File: config.mk
export PLATFORM = sky130hd
export DESIGN_NAME = ysyx_23060203_mem_arb
export DESIGN_NICKNAME = d
export VERILOG_FILES = /design/src/rtl/ysyx_23060203_mem_arb.sv
export SDC_FILE = /design/constraint.sdc
export NUM_CORES = 1
export LEC_CHECK = 0
export ABC_AREA = 1
export BUFFER_PORTS_ARGS = -buffer_cell sky130_fd_sc_hd__clkbuf_2
export CORE_AREA = 5 5 106 108
export DETAILED_ROUTE_END_ITERATION = 8
export DIE_AREA = 0 0 111 113
export SLEW_MARGIN = 20
export SYNTH_ARGS = -nofsm -noshare
export SYNTH_HDL_FRONTEND = slang
export SYNTH_SLANG_ARGS = --single-unit
File: constraint.sdc
create_clock -name clk -period 1 [get_ports clk]
set_input_delay 0.1 -clock clk [delete_from_list [all_inputs] [get_ports clk]]
set_output_delay 0.1 -clock clk [all_outputs]
set_load 0.01 [all_outputs]
File: src/rtl/ysyx_23060203_mem_arb.sv
// Two-master (IFU read-only, LSU read/write) to one-slave memory arbiter, round-robin on ties.
// Latency: grant registered in IDLE, mem request one cycle after sampling; min 3 cycles per transaction.
// Backpressure: grant held through slave req stall and owner rsp stall; non-owner sees ready/valid 0.
//
// Ports:
//   clk, rst                : clock, synchronous active-high reset
//   ifu_req_* / ifu_rsp_*   : IFU fetch request (addr) and response (rdata)
//   lsu_req_* / lsu_rsp_*   : LSU load/store request (wen, func, addr, wdata) and response (rdata)
//   mem_req_* / mem_rsp_*   : shared slave port
//   grant_lsu               : current or last owner (1 = LSU)
module ysyx_23060203_mem_arb (
    input  logic        clk,
    input  logic        rst,

    input  logic        ifu_req_valid,
    output logic        ifu_req_ready,
    input  logic [31:0] ifu_req_addr,
    output logic        ifu_rsp_valid,
    input  logic        ifu_rsp_ready,
    output logic [31:0] ifu_rsp_rdata,

    input  logic        lsu_req_valid,
    output logic        lsu_req_ready,
    input  logic        lsu_req_wen,
    input  logic [2:0]  lsu_req_func,
    input  logic [31:0] lsu_req_addr,
    input  logic [31:0] lsu_req_wdata,
    output logic        lsu_rsp_valid,
    input  logic        lsu_rsp_ready,
    output logic [31:0] lsu_rsp_rdata,

    output logic        mem_req_valid,
    input  logic        mem_req_ready,
    output logic        mem_req_wen,
    output logic [2:0]  mem_req_func,
    output logic [31:0] mem_req_addr,
    output logic [31:0] mem_req_wdata,
    input  logic        mem_rsp_valid,
    output logic        mem_rsp_ready,
    input  logic [31:0] mem_rsp_rdata,

    output logic        grant_lsu
);

    typedef enum logic [1:0] {
        S_IDLE = 2'd0,
        S_REQ  = 2'd1,
        S_RSP  = 2'd2
    } state_e;

    state_e state_q, state_d;
    logic   owner_q, owner_d;           // 0 = IFU, 1 = LSU
    logic   last_owner_q, last_owner_d; // most recent grant, drives tie-break

    // Owner-selected handshake inputs; used by both the FSM and the output muxes.
    logic owner_req_valid;
    logic owner_rsp_ready;

    assign owner_req_valid = owner_q ? lsu_req_valid : ifu_req_valid;
    assign owner_rsp_ready = owner_q ? lsu_rsp_ready : ifu_rsp_ready;

    always_ff @(posedge clk) begin
        if (rst) begin
            state_q      <= S_IDLE;
            owner_q      <= 1'b0;
            last_owner_q <= 1'b1;       // IFU wins the first tie
        end else begin
            state_q      <= state_d;
            owner_q      <= owner_d;
            last_owner_q <= last_owner_d;
        end
    end

    always_comb begin
        state_d      = state_q;
        owner_d      = owner_q;
        last_owner_d = last_owner_q;
        case (state_q)
            S_IDLE: begin
                if (ifu_req_valid && lsu_req_valid) begin
                    owner_d      = ~last_owner_q;
                    last_owner_d = ~last_owner_q;
                    state_d      = S_REQ;
                end else if (ifu_req_valid) begin
                    owner_d      = 1'b0;
                    last_owner_d = 1'b0;
                    state_d      = S_REQ;
                end else if (lsu_req_valid) begin
                    owner_d      = 1'b1;
                    last_owner_d = 1'b1;
                    state_d      = S_REQ;
                end
            end
            S_REQ: begin
                // Owner dropping valid simply keeps the grant parked here.
                if (owner_req_valid && mem_req_ready) state_d = S_RSP;
            end
            S_RSP: begin
                if (mem_rsp_valid && owner_rsp_ready) state_d = S_IDLE;
            end
            default: state_d = S_IDLE;
        endcase
    end

    // Request fields are muxed by owner at all times; only the handshake
    // signals are state-qualified, so nothing from mem_rsp_* reaches mem_req_valid.
    always_comb begin
        mem_req_valid = 1'b0;
        ifu_req_ready = 1'b0;
        lsu_req_ready = 1'b0;
        mem_rsp_ready = 1'b0;
        ifu_rsp_valid = 1'b0;
        lsu_rsp_valid = 1'b0;
        mem_req_wen   = owner_q & lsu_req_wen;
        mem_req_func  = owner_q ? lsu_req_func  : 3'b010;
        mem_req_addr  = owner_q ? lsu_req_addr  : ifu_req_addr;
        mem_req_wdata = owner_q ? lsu_req_wdata : 32'h0;
        case (state_q)
            S_REQ: begin
                mem_req_valid = owner_req_valid;
                if (owner_q) lsu_req_ready = mem_req_ready;
                else         ifu_req_ready = mem_req_ready;
            end
            S_RSP: begin
                mem_rsp_ready = owner_rsp_ready;
                if (owner_q) lsu_rsp_valid = mem_rsp_valid;
                else         ifu_rsp_valid = mem_rsp_valid;
            end
            default: ;
        endcase
    end

    assign ifu_rsp_rdata = mem_rsp_rdata;
    assign lsu_rsp_rdata = mem_rsp_rdata;
    assign grant_lsu     = owner_q;

endmodule
# After elaboration in Yosys (flattened, before gate mapping)
# Index checks and enable logic that the tools add are counted.
[word_totals] reg_bits=4 out_inout_bits=139 wordCells=41
[classes] n_eq_ne=5 n_reduce_logical=7 muxes=24 bitwise=2
[ops] cell="$mux W32" n=2
[ops] cell="$mux W1" n=15
[ops] cell="$mux W2" n=5
[ops] cell="$pmux W2 S3" n=1
[ops] cell="$ne A2 B2 Y1 const B" n=2
[ops] cell="$ne A4 B4 Y1 const B" n=1
[ops] cell="$logic_and A1 B1 Y1" n=3
[ops] cell="$mux W3" n=1
[ops] cell="$reduce_and A3 Y1" n=1
[ops] cell="$reduce_bool A3 Y1" n=1
[ops] cell="$eq A2 B1 Y1 const B" n=1
[ops] cell="$eq A2 B2 Y1 const B" n=1
[ops] cell="$logic_not A2 Y1" n=1
[ops] cell="$reduce_and A2 Y1" n=1
[ops] cell="$and A1 B1 Y1" n=1
[ops] cell="$not A1 Y1" n=1

# Longest topological paths before layout
# Gate-level depths: netlist (run 1).
[depth] depth_word=4 ltp_mapped=7 ltp_nobuf=6

# Worst setup path before layout (run 1)
# OpenSTA, ideal clock, no wires.
[synth_path] path_kind="register to output" startpoint="reg owner_q, in the netlist grant_lsu" endpoint="out ifu_req_ready" stages_incl_launch_ff=4 setup_slack_ns=-0.036 t_required_ns=0.900 t_arrival_ns=0.936 path_cell_list="dfxtp_1 > buf_6 > buf_4 > nor3_1"
[synth_via] elab_chain_len=2
[synth_rtl] item="from (decl)" line_no="52" rtl="logic owner_q, owner_d;"
[synth_rtl] item="from (signal assigned)" line_no="69" rtl="owner_q <= owner_d;"
[synth_rtl] item="$mux W1" line_no="121" rtl="if (owner_q) lsu_req_ready = mem_req_ready;"
[synth_rtl] item="$mux W1" line_no="118" rtl="case (state_q)"
[synth_rtl] item="to (decl)" line_no="16" rtl="output logic ifu_req_ready,"
# No other way between the ends.

# Worst setup path in the final report (run 1)
[layout_path] startpoint="reg owner_q, in the netlist grant_lsu" endpoint="out mem_req_addr[28]"
[layout_via] elab_chain_len=1
[layout_rtl] item="$mux W32" line_no="116" rtl="mem_req_addr = owner_q ? lsu_req_addr : ifu_req_addr;"
[layout_rtl] item="to (decl)" line_no="36" rtl="output logic [31:0] mem_req_addr,"
# No other way between the ends.

==> results of run 1 <==
-- report_power, final --
| group | leakage, nW | total [mW] | internal [mW] | switching [mW] |
|---|---|---|---|---|
| logic | 1.67 | 1.33 | 0.641 | 0.684 |
| registers | 0.0351 | 0.215 | 0.186 | 0.0299 |
| clock network | 0.0216 | 0.347 | 0.257 | 0.0895 |
| total | 1.72 | 1.89 | 1.08 | 0.803 |
-- registers in the layout, summed over array words and instances, names as in the netlist --
| name | cells |
|---|---|
| grant_lsu | 1 |
| last_owner_q | 1 |
| state_q | 2 |
-- repair_timing --
item,CTS,global route
cloned,1,1
setup endpoints to repair,77,78
setup buffers,0,1
resized for setup,18,100
hold buffers,0,0
pin swaps,1,1
hold endpoints to repair,0,0
-- cell usage in the layout, fill, tap and decap left out, drive strengths merged --
cell type  netlist  layout
nand2          142     142
clkbuf           0     132
buf             75      66
inv             47      47
nor2             6       6
nor3             4       4
nand3            4       4
dfxtp            4       4
a21oi            3       3
or2              1       1
o21ai            1       1
-- routing by layer --
layer | part of all wire | GRT usage | vias up
met5 | 0 | 0 | -
met4 | 0.038 | 0.0353 | 0
met3 | 0.12 | 0.0374 | 32
met2 | 0.49 | 0.158 | 131
met1 | 0.36 | 0.101 | 762
li1 | - | - | 1002
-- worst reg2reg max path, cell delays in order (launching register included) --
cell     delay, ns
dfxtp_4       0.40
buf_12        0.19
nand2_2       0.08
nand3_1       0.10
nand2_2       0.06
nand2_1       0.06
nor2_1        0.04
-- per-stage QoR --
stage	util	hold slack (ns)	setup TNS (ns)	std cells	power (mW)
4_1_cts	0.217	0.0614	-16.69	544	1.79
3_3_place_gp	0.206	0.200	-2.61	540	1.36
5_1_grt	0.235	0.0676	-19.68	546	2.06
6_report	0.235	0.0681	-15.29	546	1.89
2_1_floorplan	-	0.169	-0.0729	287	1.00
3_5_place_dp	0.206	0.200	-2.64	540	1.36
-- cells by family (layout without fill, tap and decap cells) --
logic type,count (synthesis),in the layout,share of synthesized area
AOI/OAI and AO/OA,4,4,0.0140
buffers and inverters,122,245,0.507
DFF,4,4,0.0561
and+or+nand+nor,157,157,0.423
-- worst min-delay path by stage --
stage | depth (start not counted) | from | endpoint
3_3_place_gp | 0 | mem_rsp_rdata[23] | lsu_rsp_rdata[23]
6_report | 2 | rst | state_q[0]
3_5_place_dp | 0 | mem_rsp_rdata[23] | lsu_rsp_rdata[23]
4_1_cts | 2 | rst | state_q[0]
2_1_floorplan | 1 | rst | grant_lsu
5_1_grt | 2 | rst | state_q[0]
-- final cells by class --
| type | instances | share of cell area |
|---|---|---|
| flip-flops and latches | 4 | 0.0383 |
| well taps | 136 | 0.0714 |
| multi-input cells | 161 | 0.298 |
| inverters | 47 | 0.0771 |
| clock buffers | 3 | 0.0173 |
| repair buffers | 195 | 0.498 |
==> out/qor.txt, run 1 <==
Outcome: complete, but fails checks
Failing checks: negative setup slack
CTS sink count: 4
CP max FO: 8
Max Fclk: 0.791 GHz
Die area: 12500 sq um
Critical path destination: mem_req_addr[28]
Drt drc: 0
Gr usage total: 0.0917
CP endpoint kind: output port
DR iter-0 viols: 38
FF/Latch Area: 91.3 sq um
Multi-input gate area: 711 sq um
Async SR Flop Fraction: 0
PortBufs: 182
CTS clk-pin slew, worst paths: 0.03 ns
Crit share post-route: 1.26
CP cell instances: buf_12 -> clkbuf_16 -> nand2_2 -> nand2_1 -> buf_2
Top-area cell type share of the netlist area: 0.371
Cell variety after synth: 14
CTS tree: built
Final Hold Viols: 0
Worst path slowest cell: dfxtp_4
Mapped cell area: 1430 sq um
Initial antenna violation count: 0
Die Width: 111 microns
Reg2reg end: state_q[1]
Final Skew: 0.00118 ns
CP bufs+invs: 3
Ports: 279
Layout cells sized above 1: 0.583
Number of CTS-inserted buffers: 3
Fill count: 1172
Vias in the first global route: 1961
CP required: 0.90 ns
Most common cell in the synthesized netlist: nand2_1
Starting Density: 0.141
CP startpoint kind: register
Final Worst Setup Slack: -0.265 ns
N_diodes: 0
First-pass GRT wire length: 9.67 mm
Worst r2r path cells: 6
Fin. max-slew vios: 0
YS warnings: 0
Avg WL per Cell: 11.8 microns
Final instance area: 2380 sq um
Syn-to-layout area delta: 67.0%
Crit path depth: 5
Crit path time final: 1.26 ns
RR Startpoint: grant_lsu
Area contributors post-synth: nand2_1, buf_4, inv_1
Count of max-cap constraint violations: 0
Largest net degree at the start of global routing: 32
Slew HR: 0.809
CP arrival: 1.16 ns
Router iterations before antenna repair: 4
Total gr overflow: 0
Synth Register Bits: 4
GP Congestion: 0.849
Pre-CTS setup slack: -0.0900 ns
Post-synth EDFFs: 0
Commonest cells post-synth: nand2_1, buf_4, inv_1
H-tree depth: 1
Core area: 10100 sq um
Measured slew at the worst slew-check pin: 0.284 ns
Worst skew pair latency: 0.22 ns
Root Driver: clkbuf_8
Dpl cell area: 2090 sq um
CP peak stage delay: 0.40 ns
Die Y-Extent: 113 microns
Vias per cell: 3.53
RSZ-0062 raised after global routing: true
Dpl hpwl: 5.37 mm
Seq/Total Area, Yosys: 0.0561
Post-route antenna net violation count: 0
Clock buffer depth: 2
Crit Path Class: register to output port
Synth Area per Inst: 4.97 sq um
Setup violation total in the final timing report: 76
Row Count: 37
Post-Syn Nets: 427
Delay-heaviest family, CP: buffers and inverters
Leading area contributor after synthesis: nand2_1
Synth Instances: 287
PD cells: 791 nW/um^2
R2R Setup Slk: -0.03 ns
Total wire length: 6.45 mm
Fin nets: 552
Pleak: 1.72 nW
Hold WC Path Type: primary input to register
Critical path launch point: grant_lsu
Synth Flop Type: dfxtp_1
Maximum VDD drop: 0.606 mV
Vias: 1927
Power figures use the tool's default switching activity.
==> run 2, diff against run 1 <==
--- a/config.mk
+++ b/config.mk
@@ -10,6 +10,7 @@
 export CORE_AREA = 5 5 106 108
 export DETAILED_ROUTE_END_ITERATION = 8
 export DIE_AREA = 0 0 111 113
+export PLACE_DENSITY = 0.56
 export SLEW_MARGIN = 20
 export SYNTH_ARGS = -nofsm -noshare
 export SYNTH_HDL_FRONTEND = slang
==> constraint.sdc (replaced) <==
create_clock -name clk -period 1.1 [get_ports clk]
set_input_delay 0.11 -clock clk [delete_from_list [all_inputs] [get_ports clk]]
set_output_delay 0.11 -clock clk [all_outputs]
set_load 0.01 [all_outputs]
==> run 2 against run 1 <==
Net effect: the flow still finishes with violations (negative setup slack); count of clock-buffer cells in the layout stayed put; final cell count is 0.73% lower; sequential share of layout area is 0.051 points higher; global-route usage is 0.17 points lower; final area is 6.7% lower; core utilization is 1.6 points lower; via count is 1.4% lower; largest power group unchanged.
==> out/qor.txt, run 2 (same netlist as run 1, synthesis figures left out) <==
Outcome: complete, but fails checks (unchanged)
Failing checks: negative setup slack (unchanged)
Layout cells sized above 1: 0.544 (was 0.583)
Pleak: 1.67 nW (was 1.72 nW)
RSZ-0062 raised after global routing: true (unchanged)
Crit path depth: 5 (unchanged)
Max reg flops: 2 (unchanged)
Root Driver: clkbuf_8 (unchanged)
Final Skew: 0.00366 ns (was 0.00118 ns)
CP required: 0.99 ns (was 0.90 ns)
Die area: 12500 sq um (unchanged)
CTS sink count: 4 (unchanged)
Measured slew at the worst slew-check pin: 0.316 ns (was 0.284 ns)
Row Count: 37 (unchanged)
Final Worst Setup Slack: -0.140 ns (was -0.265 ns)
CTS clk-pin slew, worst paths: 0.03 ns (about the same)
Worst Hold End: grant_lsu (was state_q[0])
Clock buffer depth: 2 (unchanged)
Hold Path Origin: rst (unchanged)
Count of max-cap constraint violations: 0 (unchanged)
Die Y-Extent: 113 microns (unchanged)
N_diodes: 0 (unchanged)
Dpl cell area: 2060 sq um (was 2090 sq um)
CP bufs+invs: 2 (was 3)
Largest Register: state_q (unchanged)
Final Hold Viols: 0 (unchanged)
CP endpoint kind: output port (unchanged)
# hold bufs at CTS: 0 (unchanged)
FF/Latch Area: 86.3 sq um (was 91.3 sq um)
Initial antenna violation count: 0 (unchanged)
PortBufs: 182 (unchanged)
Avg WL per Cell: 11.4 microns (was 11.8 microns)
Total gr overflow: 0 (unchanged)
Total wire length: 6.20 mm (was 6.45 mm)
R2R Setup Slk: 0.07 ns (was -0.03 ns)
Worst path slowest cell: dfxtp_4 (unchanged)
Vias in the first global route: 1990 (was 1961)
Fin nets: 548 (was 552)
CP max FO: 24 (was 8)
Drt drc: 0 (unchanged)
Max Fclk: 0.807 GHz
Vias per cell: 3.51 (was 3.53)
Setup violation total in the final timing report: 74 (was 76)
Hold WC Path Type: primary input to register (unchanged)
Core area: 10100 sq um (unchanged)
M1 WL: 2.32 mm (was 2.29 mm)
DR iter-0 viols: 64 (was 38)
Fin. max-slew vios: 0 (unchanged)
CTS tree: built (unchanged)
Slew HR: 0.787 (was 0.809)
Fill count: 1181 (was 1172)
Post-route antenna net violation count: 0 (unchanged)
CP cell instances: buf_12 -> nand2_2 -> nand2_1 -> nor2_1 -> buf_2 (was buf_12 -> clkbuf_16 -> nand2_2 -> nand2_1 -> buf_2)
Largest net degree at the start of global routing: 36 (was 32)
Starting Density: 0.141 (unchanged)
Top Layer Used: met4 (unchanged)
Hold path depth: 2 (unchanged)
Crit path time final: 1.24 ns
Worst r2r path cells: 5 (was 6)
RR Startpoint: grant_lsu (unchanged)
DR WL met2: 2.97 mm (was 3.14 mm)
PD cells: 716 nW/um^2 (was 791 nW/um^2)
First-pass GRT wire length: 9.48 mm (was 9.67 mm)
GP Congestion: 0.779 (was 0.849)
Gr usage total: 0.0900 (was 0.0917)
Dpl hpwl: 5.42 mm (was 5.37 mm)
Vias: 1900 (was 1927)
Worst skew pair latency: 0.22 ns (about the same)
Ports: 279 (unchanged)
Metal3 WL: 625 microns (was 770 microns)
Commonest non-fill, non-tap cell in the layout: clkbuf_2 (unchanged)
Die Width: 111 microns (unchanged)
Most frequent cells in the layout: clkbuf_2, nand2_1, inv_1, buf_2, buf_6 (was clkbuf_2, nand2_1, buf_2, inv_1, nand2_2)
Final instance area: 2220 sq um (was 2380 sq um)
CP startpoint kind: register (unchanged)
Router iterations before antenna repair: 4 (unchanged)
Reg2reg end: state_q[1] (unchanged)
CP peak stage delay: 0.41 ns (was 0.40 ns)
TNS Setup: -6.92 ns (was -15.29 ns)
H-tree depth: 1 (unchanged)
Maximum VDD drop: 0.485 mV (was 0.606 mV)
Syn-to-layout area delta: 55.8% (was 67.0%)
CP arrival: 1.13 ns (was 1.16 ns)
Number of CTS-inserted buffers: 3 (unchanged)
Multi-input gate area: 669 sq um (was 711 sq um)
Crit share post-route: 1.13
Crit Path Class: register to output port (unchanged)
Delay-heaviest family, CP: flip-flops (was buffers and inverters)
run 2: cell count changes in the layout (fill, tap and decap cells not counted), sizes merged:
cell,change
buf,-23
clkbuf,+19
run 2: routing by layer:
| metal | vias up | track usage |
|---|---|---|
| li1 | 991 | - |
| met1 | 772 | 0.101 |
| met2 | 104 | 0.150 |
| met3 | 33 | 0.0294 |
| met4 | 0 | 0.0525 |
| met5 | - | 0 |
run 2: what timing repair did:
action,CTS,global route
buffers inserted,0,1
endpoints found under the setup margin,75,75
pin swaps,0,1
resized for setup,15,56
run 2: layout make-up:
type	count	share of cell area
timing repair buffer	191	0.483
multi-input combinational	161	0.301
inverter	47	0.0827
tap	136	0.0765
sequential	4	0.0388
clock buffer	3	0.0186
run 2: per-stage QoR:
stage | utilization | setup slack, ns | total power, mW | cells | hold WS, ns
2_1_floorplan | - | 0.0535 | 0.913 | 287 | 0.179
3_3_place_gp | 0.204 | 0.0344 | 1.22 | 538 | 0.220
5_1_grt | 0.219 | -0.203 | 1.74 | 542 | 0.0802
6_report | 0.219 | -0.140 | 1.59 | 542 | 0.0722
3_5_place_dp | 0.204 | 0.0271 | 1.22 | 538 | 0.220
4_1_cts | 0.212 | -0.155 | 1.57 | 541 | 0.0682
run 2: power breakdown:
group	total [mW]	internal [mW]	switching [mW]	leakage (nW)
sequential	0.194	0.169	0.0252	0.0345
clock	0.315	0.234	0.0815	0.0216
combinational	1.08	0.503	0.581	1.61
total	1.59	0.905	0.688	1.67
run 2: how the worst max path moves through the flow:
| stage | endpoint | from |
|---|---|---|
| 6_report | mem_rsp_ready | grant_lsu |
| 5_1_grt | mem_req_addr[25] | grant_lsu |
| 4_1_cts | mem_rsp_ready | grant_lsu |
| 3_5_place_dp | mem_req_func[1] | grant_lsu |
| 3_3_place_gp | mem_req_func[1] | grant_lsu |
| 2_1_floorplan | ifu_req_ready | grant_lsu |
==> run 3, diff against run 2 <==
--- a/config.mk
+++ b/config.mk
@@ -11,7 +11,7 @@
 export DETAILED_ROUTE_END_ITERATION = 8
 export DIE_AREA = 0 0 111 113
 export PLACE_DENSITY = 0.56
-export SLEW_MARGIN = 20
+export SLEW_MARGIN = 25
 export SYNTH_ARGS = -nofsm -noshare
 export SYNTH_HDL_FRONTEND = slang
 export SYNTH_SLANG_ARGS = --single-unit
==> constraint.sdc (replaced) <==
create_clock -name clk -period 1.1 [get_ports clk]
set_input_delay 0.22 -clock clk [delete_from_list [all_inputs] [get_ports clk]]
set_output_delay 0.22 -clock clk [all_outputs]
set_load 0.01 [all_outputs]
==> run 3 against run 2 <==
Net effect: the flow still finishes with violations (negative setup slack); routed wire length rose by 5.6%; first-iteration DRC count fell by 14%; critical path depth did not move; sequential power rose by 3%; die area did not move; count of clock-buffer cells in the layout did not move; total power rose by 6.0%; setup slack got worse by 0.14 ns; clock power fell by 3%; hold slack improved by 0.13 ns.
==> out/qor.txt, run 3 (same netlist as run 1, synthesis figures left out) <==
Outcome: complete, but fails checks (unchanged)
Failing checks: negative setup slack (unchanged)
Cell Count, Final, Fillers Out: 546 (was 542)
DR WL met2: 3.17 mm (was 2.97 mm)
Layout cells sized above 1: 0.561 (was 0.544)
Post-route antenna net violation count: 0 (unchanged)
Setup violation total in the final timing report: 76 (was 74)
PortBufs: 182 (unchanged)
First-pass GRT wire length: 9.17 mm (was 9.48 mm)
Dpl cell area: 2080 sq um (was 2060 sq um)
Worst skew pair latency: 0.21 ns (was 0.22 ns)
R2R Setup Slk: -0.02 ns (was 0.07 ns)
Root Driver: clkbuf_8 (unchanged)
Hold path depth: 2 (unchanged)
Slew HR: 0.776 (was 0.787)
CP max FO: 28 (was 24)
Pre-CTS setup slack: -0.0605 ns (was 0.0271 ns)
Most frequent cells in the layout: nand2_1, clkbuf_2, inv_1, buf_2, buf_6 (was clkbuf_2, nand2_1, inv_1, buf_2, buf_6)
CP required: 0.88 ns (was 0.99 ns)
Fin. max-slew vios: 0 (unchanged)
Final Util: 0.234 (was 0.219)
Clock buffer depth: 2 (unchanged)
PD cells: 712 nW/um^2 (was 716 nW/um^2)
Die Width: 111 microns (unchanged)
Reg2reg end: state_q[1] (unchanged)
Pleak: 1.71 nW (was 1.67 nW)
# hold bufs at CTS: 0 (unchanged)
CTS clk-pin slew, worst paths: 0.03 ns (about the same)
Max reg flops: 2 (unchanged)
Number of CTS-inserted buffers: 3 (unchanged)
Final Hold Viols: 0 (unchanged)
Max Fclk: 0.723 GHz (was 0.807 GHz)
Router iterations before antenna repair: 4 (unchanged)
Crit path time final: 1.38 ns (was 1.24 ns)
Multi-input gate area: 679 sq um (was 669 sq um)
Total gr overflow: 0 (unchanged)
Worst r2r path cells: 6 (was 5)
Final instance area: 2370 sq um (was 2220 sq um)
DR iter-0 viols: 55 (was 64)
Cell count after placement: 540 (was 538)
Vias: 1897 (was 1900)
Avg WL per Cell: 12.0 microns (was 11.4 microns)
N_diodes: 0 (unchanged)
Measured slew at the worst slew-check pin: 0.333 ns (was 0.316 ns)
Commonest non-fill, non-tap cell in the layout: nand2_1 (was clkbuf_2)
Row Count: 37 (unchanged)
Total wire length: 6.55 mm (was 6.20 mm)
Vias in the first global route: 1901 (was 1990)
GP Congestion: 0.807 (was 0.779)
Metal3 WL: 639 microns (was 625 microns)
Die area: 12500 sq um (unchanged)
Hold slack: 0.203 ns (was 0.0722 ns)
Largest Register: state_q (unchanged)
CP startpoint kind: register (unchanged)
Starting Density: 0.141 (unchanged)
Top Layer Used: met4 (unchanged)
Dpl hpwl: 5.31 mm (was 5.42 mm)
Fill count: 1177 (was 1181)
Hold WC Path Type: primary input to register (unchanged)
Final Skew: 0.000244 ns (was 0.00366 ns)
RR Startpoint: grant_lsu (unchanged)
FF/Latch Area: 86.3 sq um (unchanged)
Drt drc: 0 (unchanged)
Maximum VDD drop: 0.304 mV (was 0.485 mV)
Syn-to-layout area delta: 66.2% (was 55.8%)
Final Worst Setup Slack: -0.284 ns (was -0.140 ns)
Crit share post-route: 1.26 (was 1.13)
CTS sink count: 4 (unchanged)
Worst Hold End: state_q[0] (was grant_lsu)
Crit Path Class: register to output port (unchanged)
CP endpoint kind: output port (unchanged)
Ports: 279 (unchanged)
Hold Path Origin: rst (unchanged)
CTS tree: built (unchanged)
Gr usage total: 0.0869 (was 0.0900)
Vias per cell: 3.47 (was 3.51)
M1 WL: 2.50 mm (was 2.32 mm)
H-tree depth: 1 (unchanged)
Initial antenna violation count: 0 (unchanged)
Largest net degree at the start of global routing: 46 (was 36)
Die Y-Extent: 113 microns (unchanged)
Core area: 10100 sq um (unchanged)
CP arrival: 1.16 ns (was 1.13 ns)
RSZ-0062 raised after global routing: true (unchanged)
Fin nets: 552 (was 548)
Count of max-cap constraint violations: 0 (unchanged)
==> run 3: per-stage QoR <==
step                      total power, mW  setup TNS (ns)
after floorplan                     0.913          -0.113
after global placement               1.24           -1.58
after detailed placement             1.23           -1.68
after CTS                            1.58          -16.50
after global routing                 1.84          -21.39
final                                1.69          -16.60
==> run 3: power breakdown <==
part / internal (mW) / switching, mW
Sequential: 0.169 / 0.0306
Clock: 0.233 / 0.0717
Combinational: 0.573 / 0.611
Total: 0.975 / 0.714
==> run 3: worst max path at each step <==
stage,startpoint,endpoint,slack (ns)
2_1_floorplan,grant_lsu,ifu_req_ready,-0.06
3_3_place_gp,state_q[0],ifu_req_ready,-0.07
3_5_place_dp,grant_lsu,mem_req_addr[24],-0.06
4_1_cts,grant_lsu,mem_req_valid,-0.28
5_1_grt,grant_lsu,mem_rsp_ready,-0.35
6_report,grant_lsu,mem_rsp_ready,-0.28
==> run 3: what timing repair did <==
item                       4_1_cts  5_1_grt
buffers inserted                 1        0
pin swaps                        2        1
setup endpoints to repair       76       77
gates resized for setup         14       93
cloned                           0        2
==> run 3: layout make-up <==
type	instances	share of cell area
Multi-Input combinational cell	161	0.286
Tap cell	136	0.0717
Timing Repair Buffer	195	0.511
Clock buffer	3	0.0174
Sequential cell	4	0.0364
Inverter	47	0.0775
==> run 3: metal layers <==
metal | GRT usage | up-vias
met2 | 0.147 | 106
met1 | 0.0973 | 764
met5 | 0 | -
li1 | - | 999
met4 | 0.0427 | 0
met3 | 0.0310 | 28
==> run 3: critical path: stages (launching register included) <==
cell     delay, ns
dfxtp_4       0.44
buf_12        0.20
nand2_2       0.07
nand2_1       0.06
nor2_1        0.04
buf_2         0.13
